--- src/rtl/result_rf_sequencer_if.sv ---
// ----------------------------------------------------------------------------
// result_rf_sequencer_if
//
// Purpose:
//   Bundles the conv-value input stream and the result register-file control
//   bus that the result_rf_sequencer drives.
//
// Parameters:
//   ADDR_W       width of the register-file word address
//
// Signals:
//   in_valid     conv value available (producer -> sequencer)
//   in_ready     sequencer accepts in_value this cycle
//   in_value     8-bit conv partial result
//   store        register-file store strobe
//   pool         register-file pool strobe
//   cout_done    register-file dump strobe
//   first_write  qualifies store as a clear write
//   out_c        target channel bank
//   addr         target word address
//   bias         bias table entry for current out_c
//   value        data for the store
//
// Modports:
//   master       sequencer side (accepts the stream, drives the RF bus)
//   slave        producer / register-file side
// ----------------------------------------------------------------------------
interface result_rf_sequencer_if #(
    parameter int ADDR_W = 10
);
    logic              in_valid;
    logic              in_ready;
    logic [7:0]        in_value;
    logic              store;
    logic              pool;
    logic              cout_done;
    logic              first_write;
    logic [3:0]        out_c;
    logic [ADDR_W-1:0] addr;
    logic [7:0]        bias;
    logic [7:0]        value;

    modport master (
        input  in_valid, in_value,
        output in_ready, store, pool, cout_done, first_write,
               out_c, addr, bias, value
    );

    modport slave (
        output in_valid, in_value,
        input  in_ready, store, pool, cout_done, first_write,
               out_c, addr, bias, value
    );
endinterface

--- src/rtl/result_rf_sequencer.sv ---
// ----------------------------------------------------------------------------
// result_rf_sequencer
//
// Purpose:
//   Control FSM for the conv-layer result register file. For every output
//   channel it clears the bank (first_write stores), then streams accepted
//   conv values into it once per input pass. After the last channel it runs
//   one max-pool sweep over all banks and emits a single cout_done pulse.
//   Holds the per-channel bias table, presented alongside every store.
//
// Configuration:
//   RESULT_SEQ_POOL_EN  when defined, the POOL sweep is present; when not
//                       defined, pool is tied low and the last accumulate
//                       beat goes straight to the dump.
//
// Ports:
//   clk           clock, rising edge
//   rst           synchronous reset, active-high
//   i_start       begin a layer (sampled only in IDLE)
//   o_busy        high in every state except IDLE
//   o_done        one-cycle pulse when the layer completes
//   i_bias_we     bias table write strobe (honoured only when idle)
//   i_bias_waddr  bias table index
//   i_bias_wdata  bias value
//   rfBus         stream + register-file bus (master modport)
// ----------------------------------------------------------------------------
module result_rf_sequencer #(
    parameter int NUM_OUT_CH   = 8,
    parameter int CHANNEL_SIZE = 784,
    parameter int NUM_IN_CH    = 1,
    parameter int ADDR_W       = 10
) (
    input  logic                 clk,
    input  logic                 rst,
    input  logic                 i_start,
    output logic                 o_busy,
    output logic                 o_done,
    input  logic                 i_bias_we,
    input  logic [2:0]           i_bias_waddr,
    input  logic [7:0]           i_bias_wdata,
    result_rf_sequencer_if.master rfBus
);

    localparam logic [ADDR_W-1:0] LAST_ADDR = ADDR_W'(CHANNEL_SIZE - 1);
    localparam logic [3:0]        LAST_CH   = 4'(NUM_OUT_CH - 1);
    localparam logic [3:0]        LAST_PASS = 4'(NUM_IN_CH - 1);
`ifdef RESULT_SEQ_POOL_EN
    localparam logic [ADDR_W-1:0] LAST_POOL = ADDR_W'(CHANNEL_SIZE - 4);
`endif

    typedef enum logic [2:0] {
        S_IDLE,
        S_CLEAR,
        S_ACCUM,
`ifdef RESULT_SEQ_POOL_EN
        S_POOL,
`endif
        S_DUMP,
        S_DONE
    } state_t;

    state_t            r_state;
    logic [3:0]        r_ch;
    logic [3:0]        r_pass;
    logic [ADDR_W-1:0] r_addrCnt;
    logic [7:0]        r_biasTable [8];

    logic              r_store;
    logic              r_coutDone;
    logic              r_firstWrite;
    logic [3:0]        r_outC;
    logic [ADDR_W-1:0] r_addr;
    logic [7:0]        r_bias;
    logic [7:0]        r_value;
`ifdef RESULT_SEQ_POOL_EN
    logic              r_pool;
`endif

    logic w_inReady;
    logic w_biasWrite;

    // The sequencer only ever takes beats while accumulating, so ready is a
    // pure decode of the state register; it falls the cycle after the final
    // beat because that beat moves the FSM out of ACCUM.
    assign w_inReady   = (r_state == S_ACCUM);
    // Indices past the last sequenced channel are silently dropped.
    assign w_biasWrite = i_bias_we && (r_state == S_IDLE) &&
                         ({1'b0, i_bias_waddr} < 4'(NUM_OUT_CH));

    always_ff @(posedge clk) begin
        if (rst) begin
            r_state      <= S_IDLE;
            r_ch         <= '0;
            r_pass       <= '0;
            r_addrCnt    <= '0;
            r_store      <= 1'b0;
            r_coutDone   <= 1'b0;
            r_firstWrite <= 1'b0;
            r_outC       <= '0;
            r_addr       <= '0;
            r_bias       <= '0;
            r_value      <= '0;
`ifdef RESULT_SEQ_POOL_EN
            r_pool       <= 1'b0;
`endif
            for (int i = 0; i < 8; i++) begin
                r_biasTable[i] <= '0;
            end
        end else begin
            // Strobes are single-cycle unless the current state re-asserts them.
            r_store    <= 1'b0;
            r_coutDone <= 1'b0;
`ifdef RESULT_SEQ_POOL_EN
            r_pool     <= 1'b0;
`endif
            case (r_state)
                S_IDLE: begin
                    if (w_biasWrite) begin
                        r_biasTable[i_bias_waddr] <= i_bias_wdata;
                    end
                    if (i_start) begin
                        r_state   <= S_CLEAR;
                        r_ch      <= '0;
                        r_pass    <= '0;
                        r_addrCnt <= '0;
                    end
                end

                S_CLEAR: begin
                    r_store      <= 1'b1;
                    r_firstWrite <= 1'b1;
                    r_value      <= '0;
                    r_outC       <= r_ch;
                    r_addr       <= r_addrCnt;
                    r_bias       <= r_biasTable[r_ch[2:0]];
                    if (r_addrCnt == LAST_ADDR) begin
                        r_addrCnt <= '0;
                        r_state   <= S_ACCUM;
                    end else begin
                        r_addrCnt <= r_addrCnt + ADDR_W'(1);
                    end
                end

                S_ACCUM: begin
                    if (rfBus.in_valid) begin
                        r_store      <= 1'b1;
                        r_firstWrite <= 1'b0;
                        r_value      <= rfBus.in_value;
                        r_outC       <= r_ch;
                        r_addr       <= r_addrCnt;
                        r_bias       <= r_biasTable[r_ch[2:0]];
                        if (r_addrCnt == LAST_ADDR) begin
                            r_addrCnt <= '0;
                            if (r_pass == LAST_PASS) begin
                                r_pass <= '0;
                                if (r_ch == LAST_CH) begin
                                    r_ch <= '0;
`ifdef RESULT_SEQ_POOL_EN
                                    r_state <= S_POOL;
`else
                                    r_state <= S_DUMP;
`endif
                                end else begin
                                    r_ch    <= r_ch + 4'd1;
                                    r_state <= S_CLEAR;
                                end
                            end else begin
                                r_pass <= r_pass + 4'd1;
                            end
                        end else begin
                            r_addrCnt <= r_addrCnt + ADDR_W'(1);
                        end
                    end
                end

`ifdef RESULT_SEQ_POOL_EN
                // Pool works on groups of four words across every bank at
                // once, so out_c is parked at 0 for the whole sweep.
                S_POOL: begin
                    r_pool       <= 1'b1;
                    r_firstWrite <= 1'b0;
                    r_outC       <= '0;
                    r_addr       <= r_addrCnt;
                    r_bias       <= r_biasTable[0];
                    if (r_addrCnt == LAST_POOL) begin
                        r_addrCnt <= '0;
                        r_state   <= S_DUMP;
                    end else begin
                        r_addrCnt <= r_addrCnt + ADDR_W'(4);
                    end
                end
`endif

                S_DUMP: begin
                    r_coutDone   <= 1'b1;
                    r_firstWrite <= 1'b0;
                    r_state      <= S_DONE;
                end

                S_DONE: begin
                    r_state <= S_IDLE;
                end

                default: begin
                    r_state <= S_IDLE;
                end
            endcase
        end
    end

    assign o_busy = (r_state != S_IDLE);
    assign o_done = (r_state == S_DONE);

    assign rfBus.in_ready    = w_inReady;
    assign rfBus.store       = r_store;
    assign rfBus.cout_done   = r_coutDone;
    assign rfBus.first_write = r_firstWrite;
    assign rfBus.out_c       = r_outC;
    assign rfBus.addr        = r_addr;
    assign rfBus.bias        = r_bias;
    assign rfBus.value       = r_value;
`ifdef RESULT_SEQ_POOL_EN
    assign rfBus.pool        = r_pool;
`else
    assign rfBus.pool        = 1'b0;
`endif

endmodule

--- src/flat_wrapper.sv ---
// flat-port wrapper written by rule: the top's interface ports become plain ports
module result_rf_sequencer_flat 
#(
    parameter int NUM_OUT_CH   = 8,
    parameter int CHANNEL_SIZE = 784,
    parameter int NUM_IN_CH    = 1,
    parameter int ADDR_W       = 10
)
  (clk, rst, i_start, o_busy, o_done, i_bias_we, i_bias_waddr, i_bias_wdata, rfBus_in_valid, rfBus_in_value, rfBus_in_ready, rfBus_store, rfBus_pool, rfBus_cout_done, rfBus_first_write, rfBus_out_c, rfBus_addr, rfBus_bias, rfBus_value);
  result_rf_sequencer_if #(.ADDR_W(ADDR_W)) rfBus_i ();
  input  logic clk;
  input  logic rst;
  input  logic i_start;
  output logic o_busy;
  output logic o_done;
  input  logic i_bias_we;
  input  logic [2:0] i_bias_waddr;
  input  logic [7:0] i_bias_wdata;
  input wire logic [$bits(rfBus_i.in_valid)-1:0] rfBus_in_valid;
  input wire logic [$bits(rfBus_i.in_value)-1:0] rfBus_in_value;
  output wire logic [$bits(rfBus_i.in_ready)-1:0] rfBus_in_ready;
  output wire logic [$bits(rfBus_i.store)-1:0] rfBus_store;
  output wire logic [$bits(rfBus_i.pool)-1:0] rfBus_pool;
  output wire logic [$bits(rfBus_i.cout_done)-1:0] rfBus_cout_done;
  output wire logic [$bits(rfBus_i.first_write)-1:0] rfBus_first_write;
  output wire logic [$bits(rfBus_i.out_c)-1:0] rfBus_out_c;
  output wire logic [$bits(rfBus_i.addr)-1:0] rfBus_addr;
  output wire logic [$bits(rfBus_i.bias)-1:0] rfBus_bias;
  output wire logic [$bits(rfBus_i.value)-1:0] rfBus_value;
  assign rfBus_i.in_valid = rfBus_in_valid;
  assign rfBus_i.in_value = rfBus_in_value;
  assign rfBus_in_ready = rfBus_i.in_ready;
  assign rfBus_store = rfBus_i.store;
  assign rfBus_pool = rfBus_i.pool;
  assign rfBus_cout_done = rfBus_i.cout_done;
  assign rfBus_first_write = rfBus_i.first_write;
  assign rfBus_out_c = rfBus_i.out_c;
  assign rfBus_addr = rfBus_i.addr;
  assign rfBus_bias = rfBus_i.bias;
  assign rfBus_value = rfBus_i.value;
  result_rf_sequencer #(.NUM_OUT_CH(NUM_OUT_CH), .CHANNEL_SIZE(CHANNEL_SIZE), .NUM_IN_CH(NUM_IN_CH), .ADDR_W(ADDR_W)) u_core (.clk(clk), .rst(rst), .i_start(i_start), .o_busy(o_busy), .o_done(o_done), .i_bias_we(i_bias_we), .i_bias_waddr(i_bias_waddr), .i_bias_wdata(i_bias_wdata), .rfBus(rfBus_i));
endmodule
--- config.mk ---
export PLATFORM = sky130hd
export DESIGN_NAME = result_rf_sequencer_flat
export DESIGN_NICKNAME = d
export VERILOG_FILES = /design/src/rtl/result_rf_sequencer_if.sv /design/src/rtl/result_rf_sequencer.sv /design/src/flat_wrapper.sv
export SDC_FILE = /design/constraint.sdc
export NUM_CORES = 1
export LEC_CHECK = 0
export BUFFER_PORTS_ARGS = -buffer_cell sky130_fd_sc_hd__buf_4
export CORE_ASPECT_RATIO = 2
export CORE_UTILIZATION = 63
export DETAILED_ROUTE_END_ITERATION = 7
export PLACE_DENSITY = 0.95
export RECOVER_POWER = 100
export SLEW_MARGIN = 20
export SYNTH_ARGS = -nofsm -noshare
export SYNTH_HDL_FRONTEND = slang
export SYNTH_SLANG_ARGS = --single-unit
--- constraint.sdc ---
create_clock -name clk -period 5.1 [get_ports clk]
set_input_delay 0.765 -clock clk [delete_from_list [all_inputs] [get_ports clk]]
set_output_delay 0.765 -clock clk [all_outputs]
set_load 0.01 [all_outputs]
* Word-level counts from Yosys, hierarchy flattened
Memories as Yosys holds them, arrays and structs flattened. A register that Yosys moved wholly into a read port is not among the register bits.
Cells that the tools add are included.
W data, S select, Z words.
** Word-level totals
- Bits in registers :: 54
- RAM bits :: 64
- Input port bits :: 24
- Memories kept :: 1
** Cells by class
- Add/subtract/negate cells :: 3
- Eq/ne operators :: 11
- Mux-type cells :: 45
- Reductions and logical operators :: 15
** Memory list
- u_core.r_biasTable :: depth 8, bits a word 8, rd ports 1, clocked after Yosys merged registers in 1, wr ports 8, RTL line result_rf_sequencer.sv:66 : logic [7:0] r_biasTable [8];
** Operator list (count)
- $mux W10 :: 4
- $mux W4 :: 9
- $pmux W8 S2 :: 2
- $pmux W10 S3 :: 1
- $mux W3 :: 8
- $mux W8 :: 3
- $pmux W4 S2 :: 3
- $pmux W10 S2 :: 1
- $pmux W3 S4 :: 1
- $add A10 B1 Y10 const B :: 1
- $eq A10 B10 Y1 const B :: 1
- $mux W1 :: 10
- $reduce_and A5 Y1 :: 2
- $reduce_bool A3 Y1 :: 3
- $add A4 B1 Y4 const B :: 2
- $reduce_or A8 Y1 :: 1
- $eq A3 B2 Y1 const B :: 2
- $ne A2 B1 Y1 const B :: 3
- $eq A4 B3 Y1 const B :: 1
- $logic_not A4 Y1 :: 1
- $ne A2 B2 Y1 const B :: 2
- $reduce_and A2 Y1 :: 2
- $reduce_and A4 Y1 :: 1
- $reduce_bool A2 Y1 :: 2
- 8 further kinds :: 8

* Longest topological paths before layout
- Depth in word-level cells :: 8
- Mapped depth :: 7
- Gate-level depth less buffers :: 6

* Worst setup path after synthesis
No wires, ideal clock.
- Kind :: input to register
- Start point :: input rst
- End point :: memory u_core.r_biasTable[2][0] (enable)
- Library setup time :: 0.384 ns
- Data arrival time :: 1.991 ns
- Required time :: 4.716 ns
- Path slack :: 2.725 ns
- Stages :: 4
- Path through :: clkbuf_1 > inv_1 > nand4b_1 > o21ai_0
** RTL lines
- from (decl) :: RTL line flat_wrapper.sv:12 : input logic rst;
- to (decl) :: RTL line result_rf_sequencer.sv:66

* Worst setup path after layout
- Start point :: register u_core.r_state[1]
- End point :: register u_core.r_bias[5] (netlist: u_core.rfBus.bias[5])
** Between the ends
- Longest elaborated chain between the ends :: 3
- Elaborated cells between the ends (all ways) :: 6
- Classes of those cells :: eq/ne: 3; mux: 1; reduce/logical: 2
** Ends and longest elaborated chain
- from (decl) :: RTL line result_rf_sequencer.sv:62 : state_t r_state;
- from (signal assigned) :: RTL line result_rf_sequencer.sv:92 : r_state <= S_IDLE;
- from (signal assigned) :: RTL line result_rf_sequencer.sv:122 : r_state <= S_CLEAR;
- from (signal assigned) :: RTL line result_rf_sequencer.sv:138 : r_state <= S_ACCUM;
- $eq A3 B2 Y1 / $eq A3 B1 Y1 (equally long branches) :: RTL line result_rf_sequencer.sv:116 : case (r_state)
- $ne A2 B2 Y1 (no source line) / $reduce_bool A2 Y1 (equally long branches)
- $reduce_and A2 Y1 (no source line)
- to (signal assigned) :: RTL line result_rf_sequencer.sv:135 : r_bias <= r_biasTable[r_ch[2:0]];
- to (signal assigned) :: RTL line result_rf_sequencer.sv:151 : r_bias <= r_biasTable[r_ch[2:0]];
- to (decl) :: RTL line result_rf_sequencer.sv:73 : logic [7:0] r_bias;
Several ways; a longest one is shown, not always the timed one.
A chain may end at the register's enable or synchronous reset.

==> results.sh <==
export IMPL_outcome="finished, violations left"
export IMPL_violations="capacitance limit, slew limit"
export IMPL_grt_pass1_vias=4142
export IMPL_rr_worst_depth=4
export IMPL_slew_viol_final=31
export IMPL_worst_r2r_setup_slack_ns=1.63
export IMPL_netlist_instances=467
export IMPL_grtUsageMet1_pct=35.0
export IMPL_vias_per_cell=6.50
export IMPL_vias=4080
export IMPL_rsz0062_at_grt="false"
export IMPL_synth_top_family_by_area="simple AND/OR/NAND/NOR gates"
export IMPL_period_minus_slack_ns=3.47
export IMPL_drt_iter0_drc=484
export IMPL_firstDrtPassIters=5
export IMPL_period_share_pct=68.0
export IMPL_grt_antenna_before_repair=0
export IMPL_async_flop_share_pct=0
export IMPL_synth_fa_ha_area_share_pct=0.933
export IMPL_rows=47
export IMPL_die_y_um=133
export IMPL_fin_skew_ns=0.00670
export IMPL_path_class="register to register"
export IMPL_startpoint_type="register"
export IMPL_gr_total_overflow=0
export IMPL_ys_ff_latch=121
export IMPL_ys_flop_type="edfxtp_1"
export IMPL_clk_pin_slew_ns=0.05
export IMPL_cts_tree="done"
export IMPL_cts_buffers=17
export IMPL_n_antenna_cell=0
export IMPL_vdd_ir_drop_max_mv=0.401
export IMPL_yosys_warnings=0
export IMPL_port_buffers=59
export IMPL_cts_root_buffer="clkbuf_16"
export IMPL_gp_congestion=0.885
export IMPL_fmax_mhz=288
export IMPL_ctsHtreeMaxLevel=4
export IMPL_area_delta_synth_final_pct=16.5
export IMPL_grt_max_degree=47
export IMPL_worstMarginPinSlew_ns=2.16
export IMPL_synth_edf_count=64
export IMPL_initial_utilization_pct=64.7
export IMPL_ys_seq_area_share_pct=57.1
export IMPL_synthMuxAreaShare_pct=8.39
export IMPL_postCtsHoldBufs=0
export IMPL_dp_cells=596
export IMPL_clock_latency_ns=0.42
export IMPL_cts_setup_buffers=0
export IMPL_finalSetupViolations=0
export IMPL_syn_area_um2=5370
export IMPL_p_per_area_nw_per_um2=387
export IMPL_core_area_um2=8290
export IMPL_avgSynthCellArea_um2=11.5
export IMPL_finalNonFillerCells=628
export IMPL_die_w_um=67.3
export IMPL_worstPathRequired_ns=5.43
export IMPL_grt_usage_pct=36.1
export IMPL_wire_per_inst_um=23.0
export IMPL_drtAntennaViolNets=0
export IMPL_busiest_layer="met2"
export IMPL_synth_compound_area_share_pct=9.93
export IMPL_cap_violations=1
export IMPL_hpwl_um=9400
export IMPL_synthXorXnorAreaFrac_pct=0.979
export IMPL_drc=0
export IMPL_die_area_um2=8910
export IMPL_routed_wirelength_um=14400
export IMPL_finalHoldViolCount=0
export IMPL_relSlewSlack_pct=-44.2
export IMPL_hold_path_depth=2
export IMPL_endpoint_kind="register"
export IMPL_cts_resized=0
export IMPL_cts_sinks=121
export IMPL_worstPathMaxFanout=30
export IMPL_cts_buffer_depth=2
export IMPL_synth_nets=495
export IMPL_min_path_type="register to register"
export IMPL_drive_gt1_share_pct=14.0
export IMPL_synth_simple_area_share_pct=19.7
export IMPL_nets=545
export IMPL_power_leakage_nw=2.16
export IMPL_synth_distinct_cells=51
export IMPL_fillCellCount=500
export IMPL_grt_pass1_wl_um=22100
export IMPL_boundaryPins=61
export IMPL_use_met2_pct=57.7
export IMPL_cp_arrival_ns=3.80
export IMPL_setup_tns_ns=0
export IMPL_grtUsageMet3_pct=13.1
[critical path, cell delays in order (launching register included)]
cell      delay, ns
dfxtp_1        0.63
nand3b_1       0.37
a21oi_1        1.73
o21ai_0        0.37
a21oi_1        0.27
[cell usage after synthesis, drive strengths merged, types with 3 or more instances]
cell type / n / area, um2
a211oi: 6 / 55.1
nand2b: 5 / 31.3
nor2: 23 / 86.3
nand3: 10 / 50.1
mux2i: 9 / 90.1
clkbuf: 20 / 75.1
buf: 8 / 52.6
a2111oi: 3 / 26.3
nor2b: 4 / 25.0
nand4: 6 / 37.5
edfxtp: 64 / 1920
mux4: 16 / 360
or2: 3 / 18.8
nand3b: 3 / 35.0
inv: 7 / 26.3
a22oi: 9 / 67.6
nand2: 37 / 139
ha: 4 / 50.1
a21oi: 34 / 174
nor3: 12 / 65.1
a21o: 4 / 30.0
and2: 67 / 419
dfxtp: 57 / 1140
nand4b: 4 / 35.0
xnor2: 5 / 43.8
o31ai: 3 / 22.5
o21ai: 23 / 115
[kinds of logic after synthesis]
| logic type | count (synthesis) |
|---|---|
| mux | 25 |
| simple gates | 188 |
| fa+ha+maj | 4 |
| other cells | 1 |
| compound gates | 87 |
| xor+xnor | 6 |
| buf+inv | 35 |
| flops | 121 |
[path summary, 6_finish.rpt]
check | from | endpoint
max reg2reg | u_core.r_state[1] | u_core.rfBus.bias[5]
min | u_core.rfBus.addr[2] | u_core.rfBus.addr[2]
min reg2reg | u_core.rfBus.addr[2] | u_core.rfBus.addr[2]
max | u_core.r_state[1] | u_core.rfBus.bias[5]
[per-stage QoR]
| step | hold slack (ns) | power, mW | setup slack, ns | utilization [%] | cell area (um2) |
|---|---|---|---|---|---|
| 2_1_floorplan | 0.457 | 1.16 | 2.73 | - | 5370 |
| 3_3_place_gp | 0.444 | 1.21 | 1.84 | 70.0 | 5810 |
| 3_5_place_dp | 0.455 | 1.22 | 1.70 | 70.0 | 5810 |
| 4_1_cts | 0.462 | 2.42 | 2.04 | 77.3 | 6410 |
| 5_1_grt | 0.482 | 2.47 | 1.34 | 75.4 | 6250 |
| 6_report | 0.459 | 2.42 | 1.63 | 75.4 | 6250 |
[sequential cells by signal, indices dropped and copies added (netlist names), named ones only]
signal and count:
u_core.r_ch 4, u_core.rfBus.bias 8, u_core.rfBus.first_write 1, u_core.rfBus.store 1, u_core.r_addrCnt 10, u_core.rfBus.addr 10
u_core.rfBus.cout_done 1, u_core.rfBus.value 8, u_core.r_biasTable 64, u_core.rfBus.out_c 4, u_core.r_pass 4, u_core.r_state 3
[area by class of cell]
cell class / count / area, um2 / area share (%)
sequential: 121 / 3060 / 49.0
multi-input combinational: 311 / 2130 / 34.0
clock buffer: 17 / 425 / 6.80
timing repair buffer: 59 / 312 / 4.98
clock inverter: 15 / 175 / 2.80
tap: 98 / 123 / 1.96
inverter: 7 / 26.3 / 0.420
[metal layers]
layer,wire length [um],part of all wire (%)
met1,4710,33
met2,7550,52
met3,891,6.2
met4,1290,8.9
met5,0,0
[cell usage in the layout (no fill, tap or decap), types with 16 or more instances in the layout]
| cell type | Yosys | routed |
|---|---|---|
| edfxtp_1 | 64 | 64 |
| dfxtp_1 | 57 | 56 |
| a21oi_1 | 33 | 34 |
| mux4_2 | 16 | 16 |
| clkbuf_1 | 20 | 35 |
| o21ai_0 | 23 | 23 |
| buf_4 | 1 | 24 |
| clkbuf_16 | 0 | 17 |
| nor2_1 | 23 | 23 |
| and2_0 | 0 | 53 |
| nand2_1 | 37 | 37 |
[where the power goes]
part / internal (mW) / leakage, nW / switching, mW / total, mW
logic: 0.0387 / 0.754 / 0.0836 / 0.122
registers: 1.06 / 1.12 / 0.0199 / 1.08
clock network: 0.767 / 0.279 / 0.451 / 1.22
total: 1.86 / 2.16 / 0.554 / 2.42
No activity file was read; power rests on OpenSTA's default activity.
